$ cat src/rtl/sr4094_chain_writer.sv
// rtl/sr4094_chain_writer.sv - serialises a parallel word into a 4094 daisy chain and issues one strobe
// Optional SR4094_READBACK_EN: capture the chain's previous contents from miso while shifting.
module sr4094_chain_writer #(
    parameter int NBYTES     = 2,
    parameter int CLK_DIV    = 4,
    parameter int STROBE_LEN = 2
) (
    input  logic                  clk,
    input  logic                  rst_n,
    input  logic                  start,
    input  logic [8*NBYTES-1:0]   data,
    input  logic                  oe_en,
    input  logic                  miso,
    output logic                  busy,
    output logic                  done,
    output logic                  sr_clk,
    output logic                  sr_data,
    output logic                  sr_strobe,
    output logic                  sr_oe,
    output logic [8*NBYTES-1:0]   readback
);
    localparam int NBITS   = 8 * NBYTES;
    localparam int CNT_MAX = (CLK_DIV > STROBE_LEN) ? CLK_DIV : STROBE_LEN;
    localparam int CW      = $clog2(CNT_MAX + 1);
    localparam int BW      = $clog2(NBITS + 1);
    localparam logic [CW-1:0] DIV_LAST = CW'(CLK_DIV - 1);
    localparam logic [CW-1:0] STB_LAST = CW'(STROBE_LEN - 1);
    localparam logic [BW-1:0] BITS_ALL = BW'(NBITS);

    typedef enum logic [1:0] {IDLE, SHIFT, STROBE} state_t;

    state_t           state;
    logic [NBITS-1:0] shreg;
    logic [CW-1:0]    cnt;
    logic [BW-1:0]    bit_cnt;
    logic             clk_rise;
    logic             strobe_end;

    assign clk_rise   = (state == SHIFT) && !sr_clk && (cnt == DIV_LAST);
    assign strobe_end = (state == STROBE) && (cnt == STB_LAST);

    // shreg holds the bits still to be sent; the bit on sr_data is already removed
    always_ff @(posedge clk or negedge rst_n) begin
        if (!rst_n) begin
            state     <= IDLE;
            busy      <= 1'b0;
            done      <= 1'b0;
            sr_clk    <= 1'b0;
            sr_data   <= 1'b0;
            sr_strobe <= 1'b0;
            shreg     <= '0;
            cnt       <= '0;
            bit_cnt   <= '0;
        end else begin
            done <= 1'b0;
            case (state)
                IDLE: begin
                    if (start) begin
                        shreg   <= {data[NBITS-2:0], 1'b0};
                        sr_data <= data[NBITS-1];
                        busy    <= 1'b1;
                        cnt     <= '0;
                        bit_cnt <= '0;
                        state   <= SHIFT;
                    end
                end
                SHIFT: begin
                    if (cnt == DIV_LAST) begin
                        cnt <= '0;
                        if (!sr_clk) begin
                            sr_clk  <= 1'b1;
                            bit_cnt <= bit_cnt + 1'b1;
                        end else begin
                            sr_clk <= 1'b0;
                            if (bit_cnt == BITS_ALL) begin
                                sr_strobe <= 1'b1;
                                state     <= STROBE;
                            end else begin
                                sr_data <= shreg[NBITS-1];
                                shreg   <= {shreg[NBITS-2:0], 1'b0};
                            end
                        end
                    end else begin
                        cnt <= cnt + 1'b1;
                    end
                end
                STROBE: begin
                    if (strobe_end) begin
                        sr_strobe <= 1'b0;
                        busy      <= 1'b0;
                        done      <= 1'b1;
                        state     <= IDLE;
                    end else begin
                        cnt <= cnt + 1'b1;
                    end
                end
                default: state <= IDLE;
            endcase
        end
    end

    always_ff @(posedge clk or negedge rst_n) begin
        if (!rst_n) sr_oe <= 1'b0;
        else        sr_oe <= oe_en;
    end

`ifdef SR4094_READBACK_EN
    logic [NBITS-1:0] capture;

    // miso is sampled before the chain shifts, so the old far-end bit lands first
    always_ff @(posedge clk or negedge rst_n) begin
        if (!rst_n) begin
            capture  <= '0;
            readback <= '0;
        end else begin
            if (clk_rise)   capture  <= {capture[NBITS-2:0], miso};
            if (strobe_end) readback <= capture;
        end
    end
`else
    logic unused_miso;
    assign unused_miso = miso;
    assign readback    = '0;
`endif

endmodule
$ cat config.mk
export PLATFORM = sky130hd
export DESIGN_NAME = sr4094_chain_writer
export DESIGN_NICKNAME = d
export VERILOG_FILES = /design/src/rtl/sr4094_chain_writer.sv
export SDC_FILE = /design/constraint.sdc
export NUM_CORES = 1
export LEC_CHECK = 0
export ABC_CLOCK_PERIOD_IN_PS = 2000
export BUFFER_PORTS_ARGS = -buffer_cell sky130_fd_sc_hd__buf_2
export CORE_AREA = 2 2 64 60
export DETAILED_ROUTE_END_ITERATION = 8
export DIE_AREA = 0 0 66 62
export PLACE_DENSITY_LB_ADDON = 0.1
export SKIP_LAST_GASP = 1
export SYNTH_ARGS = -nofsm -noshare
export SYNTH_HDL_FRONTEND = slang
export SYNTH_SLANG_ARGS = --single-unit
$ cat constraint.sdc
create_clock -name clk -period 2 [get_ports clk]
set_input_delay 0.1 -clock clk [delete_from_list [all_inputs] [get_ports clk]]
set_output_delay 0.1 -clock clk [all_outputs]
set_load 0.05 [all_outputs]
# Yosys cells after proc, flatten, opt, wreduce, memory -nomap -nowiden
# Index checks and enable logic that the tools add are counted.
# classes
n_mul	0
shifts	0
n_eq_ne	13
n_mux	34
div	0
bitwise_logic	0
add_sub_neg	2
n_reduce_logical	13
magnitude_cmp	0
# op_table
op	count
$mux 16	4
$pmux 16 s2	1
$mux 5	3
$reduce_and 5->1	3
$mux 1	12
$ne 2x2->1 const B	6
$mux 2	5
$pmux 5 s2	1
$mux 3	3
$pmux 3 s3	1
$pmux 1 s2	3
$pmux 2 s3	1
$reduce_and 3->1	2
$reduce_bool 2->1	3
$add 5x1->5 const B	1
$eq 5x5->1 const B	1
$ne 2x1->1 const B	2
$reduce_and 4->1	1
$add 3x1->3 const B	1
$eq 3x1->1 const B	1
$eq 3x2->1 const B	1
$reduce_bool 3->1	1
$eq 2x1->1 const B	1
$eq 2x2->1 const B	1
other kinds (3)	3
# totals
output_inout_bits	22
in_bits	21
mem_count	0
reg_bits	32
rom_bits	0
latchBits	0
ram_bits	0
elab_cells	72

# Logic depth before layout (Yosys ltp)
# Gate-level depths: netlist of run 1.
# logic_depth
ltp_word	5
mapped_depth	8
ltp_nobuf	7

# Worst setup path after synthesis of run 1
# OpenSTA, ideal clock, no wires.
# synth_path
path_kind	reg-to-reg
startpoint	register cnt[0]
endpoint	register shreg[10]
path_slack_ps	157
t_arrival_ps	1717
setup_ps	126
path_buffers	1
required_time_ps	1874
synth_period_minus_slack_ps	1843
path_stages_with_launch	8
path_cell_list	dfrtp_1 > ha_1 > ha_1 > a21boi_2 > nor2_4 > buf_2 > and4_1 > a221o_1
# synth_via
elab_chain_cells	3
# synth_rtl
item	line_no	rtl
from (decl)	34	logic [CW-1:0] cnt;
from (signal assigned)	84	cnt <= cnt + 1'b1;
from (signal assigned)	94	cnt <= cnt + 1'b1;
$eq 3x2->1	68	if (cnt == DIV_LAST) begin
$ne 2x1->1 (no line)	-	
$reduce_and 5->1 (no line)	-	
to (signal assigned)	59	shreg <= {data[NBITS-2:0], 1'b0};
to (signal assigned)	80	shreg <= {shreg[NBITS-2:0], 1'b0};
to (decl)	33	logic [NBITS-1:0] shreg;
# Every way passes these cells.
# A chain may end at the register's enable or synchronous reset.

# Final worst setup path of run 1
# layout_path
startpoint	register cnt[0]
endpoint	register shreg[9]
# The elaborated chain is that of the path after synthesis.

==> flow_summary.json, run 1 <==
{
  "routed_wl_um": 3490,
  "rsz0062_at_grt": "yes",
  "max-cap-violations": 0,
  "grt_pass1_wl_um": 5700,
  "yosys_warnings": 0,
  "hp-start": "data[4]",
  "clk_latency_ns": 0.28,
  "internal_power_w": 0.00163,
  "die_w_um": 66,
  "report.final.slew_viol_count": 0,
  "htree_levels": 2,
  "fin_crit_sh_pct": 95.6,
  "crit_path_top_delay_cell": "dfrtp_1",
  "ios": 43,
  "timing.fmax_ghz": 0.523,
  "synthCells": 162,
  "dr.pass1.iters": 4,
  "numCtsBuffers": 5,
  "dp_hpwl_um": 2370,
  "core_area_um2": 3520,
  "grt_pass1_vias": 1215,
  "dr.first_iter.drc_count": 76,
  "post-route-drc-count": 0,
  "post-route-util_pct": 58.6,
  "combPwrFrac_pct": 45.1,
  "avgSynthCellArea_um2": 10.9,
  "root_buffer": "clkbuf_8",
  "path_max_fanout": 14,
  "antenna_found_initial": 0,
  "crit_top_cell": "ha_1",
  "stdcell_count": 244,
  "ir_drop_uv": 698,
  "n_antenna_cell": 0,
  "ys.flop_type": "dfrtp_1",
  "die_h_um": 62,
  "place_congestion": 0.822,
  "filler_cell_count": 315,
  "dp_cells": 232,
  "leakage_nw": 0.974,
  "initial_core_util_pct": 50.1,
  "via_per_inst": 5.51,
  "period_needed_ns": 1.91,
  "netlist_top_cells_count": "31 x dfrtp_1, 17 x buf_4, 15 x a221o_1, 15 x and4_1",
  "async_flop_share_pct": 100,
  "slew_headroom_pct": 54.4,
  "fin_hold_ws_ns": 0.0466,
  "multi_input_area_um2": 855,
  "grt_max_degree": 32,
  "register_area_um2": 776,
  "std_cell_rows": 21,
  "crit_arrival_ns": 2.07,
  "clock_sinks": 31,
  "ant_nets": 0,
  "power_density_nw_per_um2": 1270,
  "setup_tns_ns": 0,
  "synth_area_um2": 1760,
  "clkPwrFrac_pct": 18.8,
  "hold_path.class": "input pin to flop",
  "grt_usage_pct": 19.1,
  "finalHoldViolations": 0,
  "start_kind": "flop",
  "worst_pin_slew_ns": 0.684,
  "clockBufferDepth": 2,
  "yosysMostFrequentCell": "dfrtp_1",
  "cp-startpoint": "cnt[0]$_DFFE_PN0P_",
  "status": "complete, no violations",
  "swShare_pct": 38.2,
  "crit_chain": "ha_1, ha_1, a21boi_4, nor2_4, buf_12, and4_1, a221o_1",
  "cp.required_ns": 2.16,
  "synth_seq_cells": 31,
  "die_area_um2": 4090,
  "synth_top_area_share_pct": 44.0,
  "nNetsFinal": 229,
  "cts_tree": "done",
  "synth_cell_types": 38,
  "clk_pin_slew_ns": 0.06,
  "sequentialPowerShare_pct": 36.1,
  "net-switching-power_w": 0.00100,
  "port_buffers": 25,
  "synth-edff-count": 0,
  "wl_per_cell_um": 14.3,
  "ys_seq_area_share_pct": 44.0,
  "p_total_w": 0.00263,
  "drive_above_1_share_pct": 26.8,
  "yosysTopAreaCell": "dfrtp_1",
  "critPathMaxStageDelay_ns": 0.41,
  "yosys-top-cells-area": "dfrtp_1 44%, a221o_1 8.5%, and4_1 7.5%, buf_4 7.2%, ha_1 7.1%",
  "vias": 1345,
  "crit_type": "flop to flop",
  "area_delta_synth_final_pct": 17.1,
  "endpoint_kind": "flop",
  "overflow": 0,
  "r2r-start": "cnt[0]$_DFFE_PN0P_",
  "setup_viol": 0,
  "skew_ns": 0.00675
}
## kinds of logic (layout without fill, tap and decap cells)
group | after synthesis | after routing | share of synthesized area, %
buffers and inverters | 36 | 57 | 11.9
adders and majority gates | 10 | 10 | 7.10
muxes | 2 | 2 | 1.92
other | 1 | 16 | 0.213
and+or+nand+nor | 40 | 40 | 15.5
AOI/OAI and AO/OA | 38 | 38 | 17.4
xor gates and xnor gates | 4 | 4 | 1.99
DFF | 31 | 31 | 44.0
## critical path: cells and delay by family, from the launching register on
kind / cells / cell delay, ns
fa+ha+maj: 2 / 0.47
simple gates: 2 / 0.27
flops: 1 / 0.41
buf+inv: 1 / 0.14
compound gates: 2 / 0.50
## worst paths after layout
path,end,slack (ns),depth (start not counted)
worst max-delay path,shreg[9]$_DFFE_PN0P_,0.09,7
worst min-delay path,shreg[5]$_DFFE_PN0P_,0.05,2
worst max register to register,shreg[9]$_DFFE_PN0P_,0.09,7
worst min register to register,sr_strobe$_DFFE_PN0P_,0.49,1
max in group asynchronous,bit_cnt[0]$_DFFE_PN0P_,1.16,2
min in group asynchronous,shreg[5]$_DFFE_PN0P_,0.39,2
## timing repair
item,CTS,global route
pin swaps,0,2
hold buffers,2,0
endpoints found under the hold margin,32,0
endpoints found under the setup margin,15,18
gates resized for setup,1,3
buffers inserted,0,3
## sequential cells by signal, indices dropped and copies added (netlist names)
name	flops
state	2
sr_strobe	1
shreg	15
sr_oe	1
bit_cnt	5
sr_clk	1
cnt	3
busy	1
done	1
sr_data	1
## layer usage
layer | GRT usage [%] | share of wire (%)
met3 | 6.49 | 7.3
met2 | 30.9 | 47
met4 | 7.29 | 1.5
met1 | 24.2 | 44
met5 | 0 | 0
## power by group through the flow
stage / logic, W / registers (W) / clock network [W]
after floorplan: 0.000820 / 0.000974 / 0
after global placement: 0.00104 / 0.000942 / 0
after detailed placement: 0.00106 / 0.000948 / 0
after CTS: 0.00108 / 0.000944 / 0.000502
after global routing: 0.00129 / 0.000974 / 0.000534
final: 0.00119 / 0.000949 / 0.000494
## layout by cell type, fill, tap and decap left out, types with 3 or more instances in the layout
cell / n
a21oi_1: 5
xnor2_1: 4
clkbuf_8: 6
ha_1: 9
nor2_1: 3
a221o_1: 15
nand2_1: 8
buf_4: 11
a211oi_1: 3
and4_1: 15
inv_1: 10
buf_2: 25
o21ai_0: 5
o21ai_1: 3
conb_1: 16
nand3_1: 3
dfrtp_1: 31
## final cells by class
cell class	count	share of cell area, %
Sequential cell	31	37.6
Tap cell	46	2.79
Inverter	11	2.00
Multi-Input combinational cell	110	41.4
Timing Repair Buffer	39	12.0
Clock inverter	1	0.242
Clock buffer	6	4.00
## stage by stage
stage | area (µm²) | setup slack, ns
6_report | 2060 | 0.0884
5_1_grt | 2060 | -0.0191
4_1_cts | 2020 | 0.0236
3_5_place_dp | 1900 | -0.0326
3_3_place_gp | 1900 | 0.0192
2_1_floorplan | 1820 | 0.157
Power figures use the tool's default switching activity.
==> run 2, diff against run 1 <==
--- a/config.mk
+++ b/config.mk
@@ -5,11 +5,11 @@
 export SDC_FILE = /design/constraint.sdc
 export NUM_CORES = 1
 export LEC_CHECK = 0
-export ABC_CLOCK_PERIOD_IN_PS = 2000
+export ABC_CLOCK_PERIOD_IN_PS = 1700
 export BUFFER_PORTS_ARGS = -buffer_cell sky130_fd_sc_hd__buf_2
-export CORE_AREA = 2 2 64 60
+export CORE_AREA = 2 2 67 63
 export DETAILED_ROUTE_END_ITERATION = 8
-export DIE_AREA = 0 0 66 62
+export DIE_AREA = 0 0 69 65
 export PLACE_DENSITY_LB_ADDON = 0.1
 export SKIP_LAST_GASP = 1
 export SYNTH_ARGS = -nofsm -noshare
==> constraint.sdc (replaced) <==
create_clock -name clk -period 1.7 [get_ports clk]
set_input_delay 0.085 -clock clk [delete_from_list [all_inputs] [get_ports clk]]
set_output_delay 0.085 -clock clk [all_outputs]
set_load 0.05 [all_outputs]
==> run 2 against run 1 <==
Against the previous run: the flow now finishes with violations (setup timing); global-route usage fell by 0.46 points; die area rose by 9.6%; cell count rose by 8.6%; register-to-register slack got worse by 0.16 ns; highest routed layer unchanged.
==> flow_summary.json, run 2 (synthesis gave the netlist of run 1 again) <==
{
  "violations": "setup timing",
  "crit_type": "flop to flop",
  "sequentialPowerShare_pct": 30.0,
  "report.final.slew_viol_count": 0,
  "n_antenna_cell": 0,
  "drive_above_1_share_pct": 40.6,
  "htree_levels": 2,
  "fin_crit_sh_pct": 104,
  "power_density_nw_per_um2": 1550,
  "start_kind": "flop",
  "overflow": 0,
  "internal_power_w": 0.00234,
  "worst_slack_ns": -0.0744,
  "post-route-util_pct": 61.4,
  "dp_hpwl_um": 2730,
  "dpl-instance-area_um2": 2070,
  "stdcell_count": 265,
  "place_congestion": 0.759,
  "clock_sinks": 31,
  "grt_pass1_vias": 1410,
  "multi_input_area_um2": 955,
  "largest_reg_flops": 15,
  "layout_common_cells": "30 x dfrtp_1, 27 x buf_4, 25 x buf_2",
  "combPwrFrac_pct": 49.4,
  "filler_cell_count": 325,
  "timing.fmax_ghz": 0.564,
  "regMostFlops": "shreg",
  "rsz0062_at_grt": "yes",
  "worst_pin_slew_ns": 0.701,
  "clk_latency_ns": 0.29,
  "clk_pin_slew_ns": 0.07,
  "wl_per_cell_um": 14.9,
  "die_h_um": 65,
  "reg_top3": "shreg: 15 flops, bit_cnt: 5 flops, cnt: 3 flops",
  "grt_usage_pct": 18.6,
  "initial_core_util_pct": 45.7,
  "ios": 43,
  "max-cap-violations": 0,
  "hold_path.class": "input pin to flop",
  "status": "finished with violations",
  "clkPwrFrac_pct": 20.7,
  "crit_arrival_ns": 1.98,
  "area_delta_synth_final_pct": 34.2,
  "numCtsBuffers": 5,
  "port_buffers": 25,
  "register_area_um2": 777,
  "die_w_um": 69,
  "ant_nets": 0,
  "cp.required_ns": 1.91,
  "dp_cells": 248,
  "net-switching-power_w": 0.00133,
  "dr.first_iter.drc_count": 76,
  "std_cell_rows": 22,
  "endpoint_kind": "flop",
  "design_area_um2": 2370,
  "grt_pass1_wl_um": 6530,
  "core_area_um2": 3850,
  "leakage_nw": 1.10,
  "pre_cts_ws_ns": -0.124,
  "skew_ns": 0.00847,
  "setup_tns_ns": -0.705,
  "grt_max_degree": 32,
  "post-route-drc-count": 0,
  "routed_wl_um": 3940,
  "antenna_found_initial": 0,
  "mostFrequentLayoutCell": "dfrtp_1",
  "via_per_inst": 5.33,
  "nNetsFinal": 247,
  "dr.pass1.iters": 4,
  "period_needed_ns": 1.77,
  "path_max_fanout": 3,
  "clockBufferDepth": 2,
  "cts_tree": "done",
  "setup_viol": 18,
  "vias": 1413,
  "root_buffer": "clkbuf_8",
  "ir_drop_uv": 1070,
  "swShare_pct": 36.3,
  "finalHoldViolations": 0,
  "die_area_um2": 4490,
  "slew_headroom_pct": 53.2
}
==> run 2: critical path: stages, from the launching register on <==
cell	delay (ns)
dfrtp_1	0.38
inv_1	0.06
ha_2	0.18
and3b_1	0.18
or3_4	0.37
or3b_4	0.39
o21ai_2	0.13
==> run 2: final timing paths <==
check,startpoint,slack [ns],endpoint,cells after the start
max,cnt[1]$_DFFE_PN0P_,-0.07,cnt[1]$_DFFE_PN0P_,6
min,data[5],0.02,shreg[6]$_DFFE_PN0P_,2
max reg2reg,cnt[1]$_DFFE_PN0P_,-0.07,cnt[1]$_DFFE_PN0P_,6
min reg2reg,shreg[1]$_DFFE_PN0P_,0.49,shreg[1]$_DFFE_PN0P_,1
max in group asynchronous,rst_n,0.83,state[1]$_DFFE_PN0P_,2
min in group asynchronous,rst_n,0.38,busy$_DFFE_PN0P_,2
==> run 2: timing repair <==
| action | 4_1_cts | 5_1_grt |
|---|---|---|
| hold buffers | 2 | 0 |
| endpoints found under the hold margin | 32 | 0 |
| setup buffers | 4 | 2 |
| pin swaps | 6 | 17 |
| cloned | 0 | 1 |
| setup endpoints to repair | 22 | 24 |
| gates resized for setup | 10 | 6 |
==> run 2: layout make-up <==
class,instances,area share [%]
Clock inverter,2,1.48
Multi-Input combinational cell,110,40.3
Sequential cell,31,32.8
Clock buffer,6,3.49
Tap cell,48,2.54
Inverter,11,1.85
Timing Repair Buffer,57,17.5
==> run 2: layer usage <==
| metal | routed length (µm) | share of wire [%] | GRT usage (%) | vias to the layer above |
|---|---|---|---|---|
| met1 | 1760 | 45 | 22.8 | 697 |
| met2 | 1930 | 49 | 30.4 | 36 |
| met5 | 0 | 0 | 0 | - |
| li1 | - | - | - | 670 |
| met3 | 194 | 4.9 | 6.69 | 10 |
| met4 | 51 | 1.3 | 6.62 | 0 |
==> run 2: power by group through the flow <==
stage                     sequential, W  clock, W  combinational (W)
after floorplan                 0.00115         0            0.00104
after detailed placement        0.00111         0            0.00159
after global placement          0.00110         0            0.00153
after CTS                       0.00110  0.000781            0.00168
final                           0.00110  0.000758            0.00181
after global routing            0.00113  0.000819            0.00198
==> run 2: through the flow <==
step / hold slack (ns) / power [W]
6_report: 0.0242 / 0.00367
5_1_grt: 0.0281 / 0.00393
4_1_cts: 0.0198 / 0.00356
3_5_place_dp: 0.170 / 0.00270
3_3_place_gp: 0.161 / 0.00264
2_1_floorplan: -0.211 / 0.00219
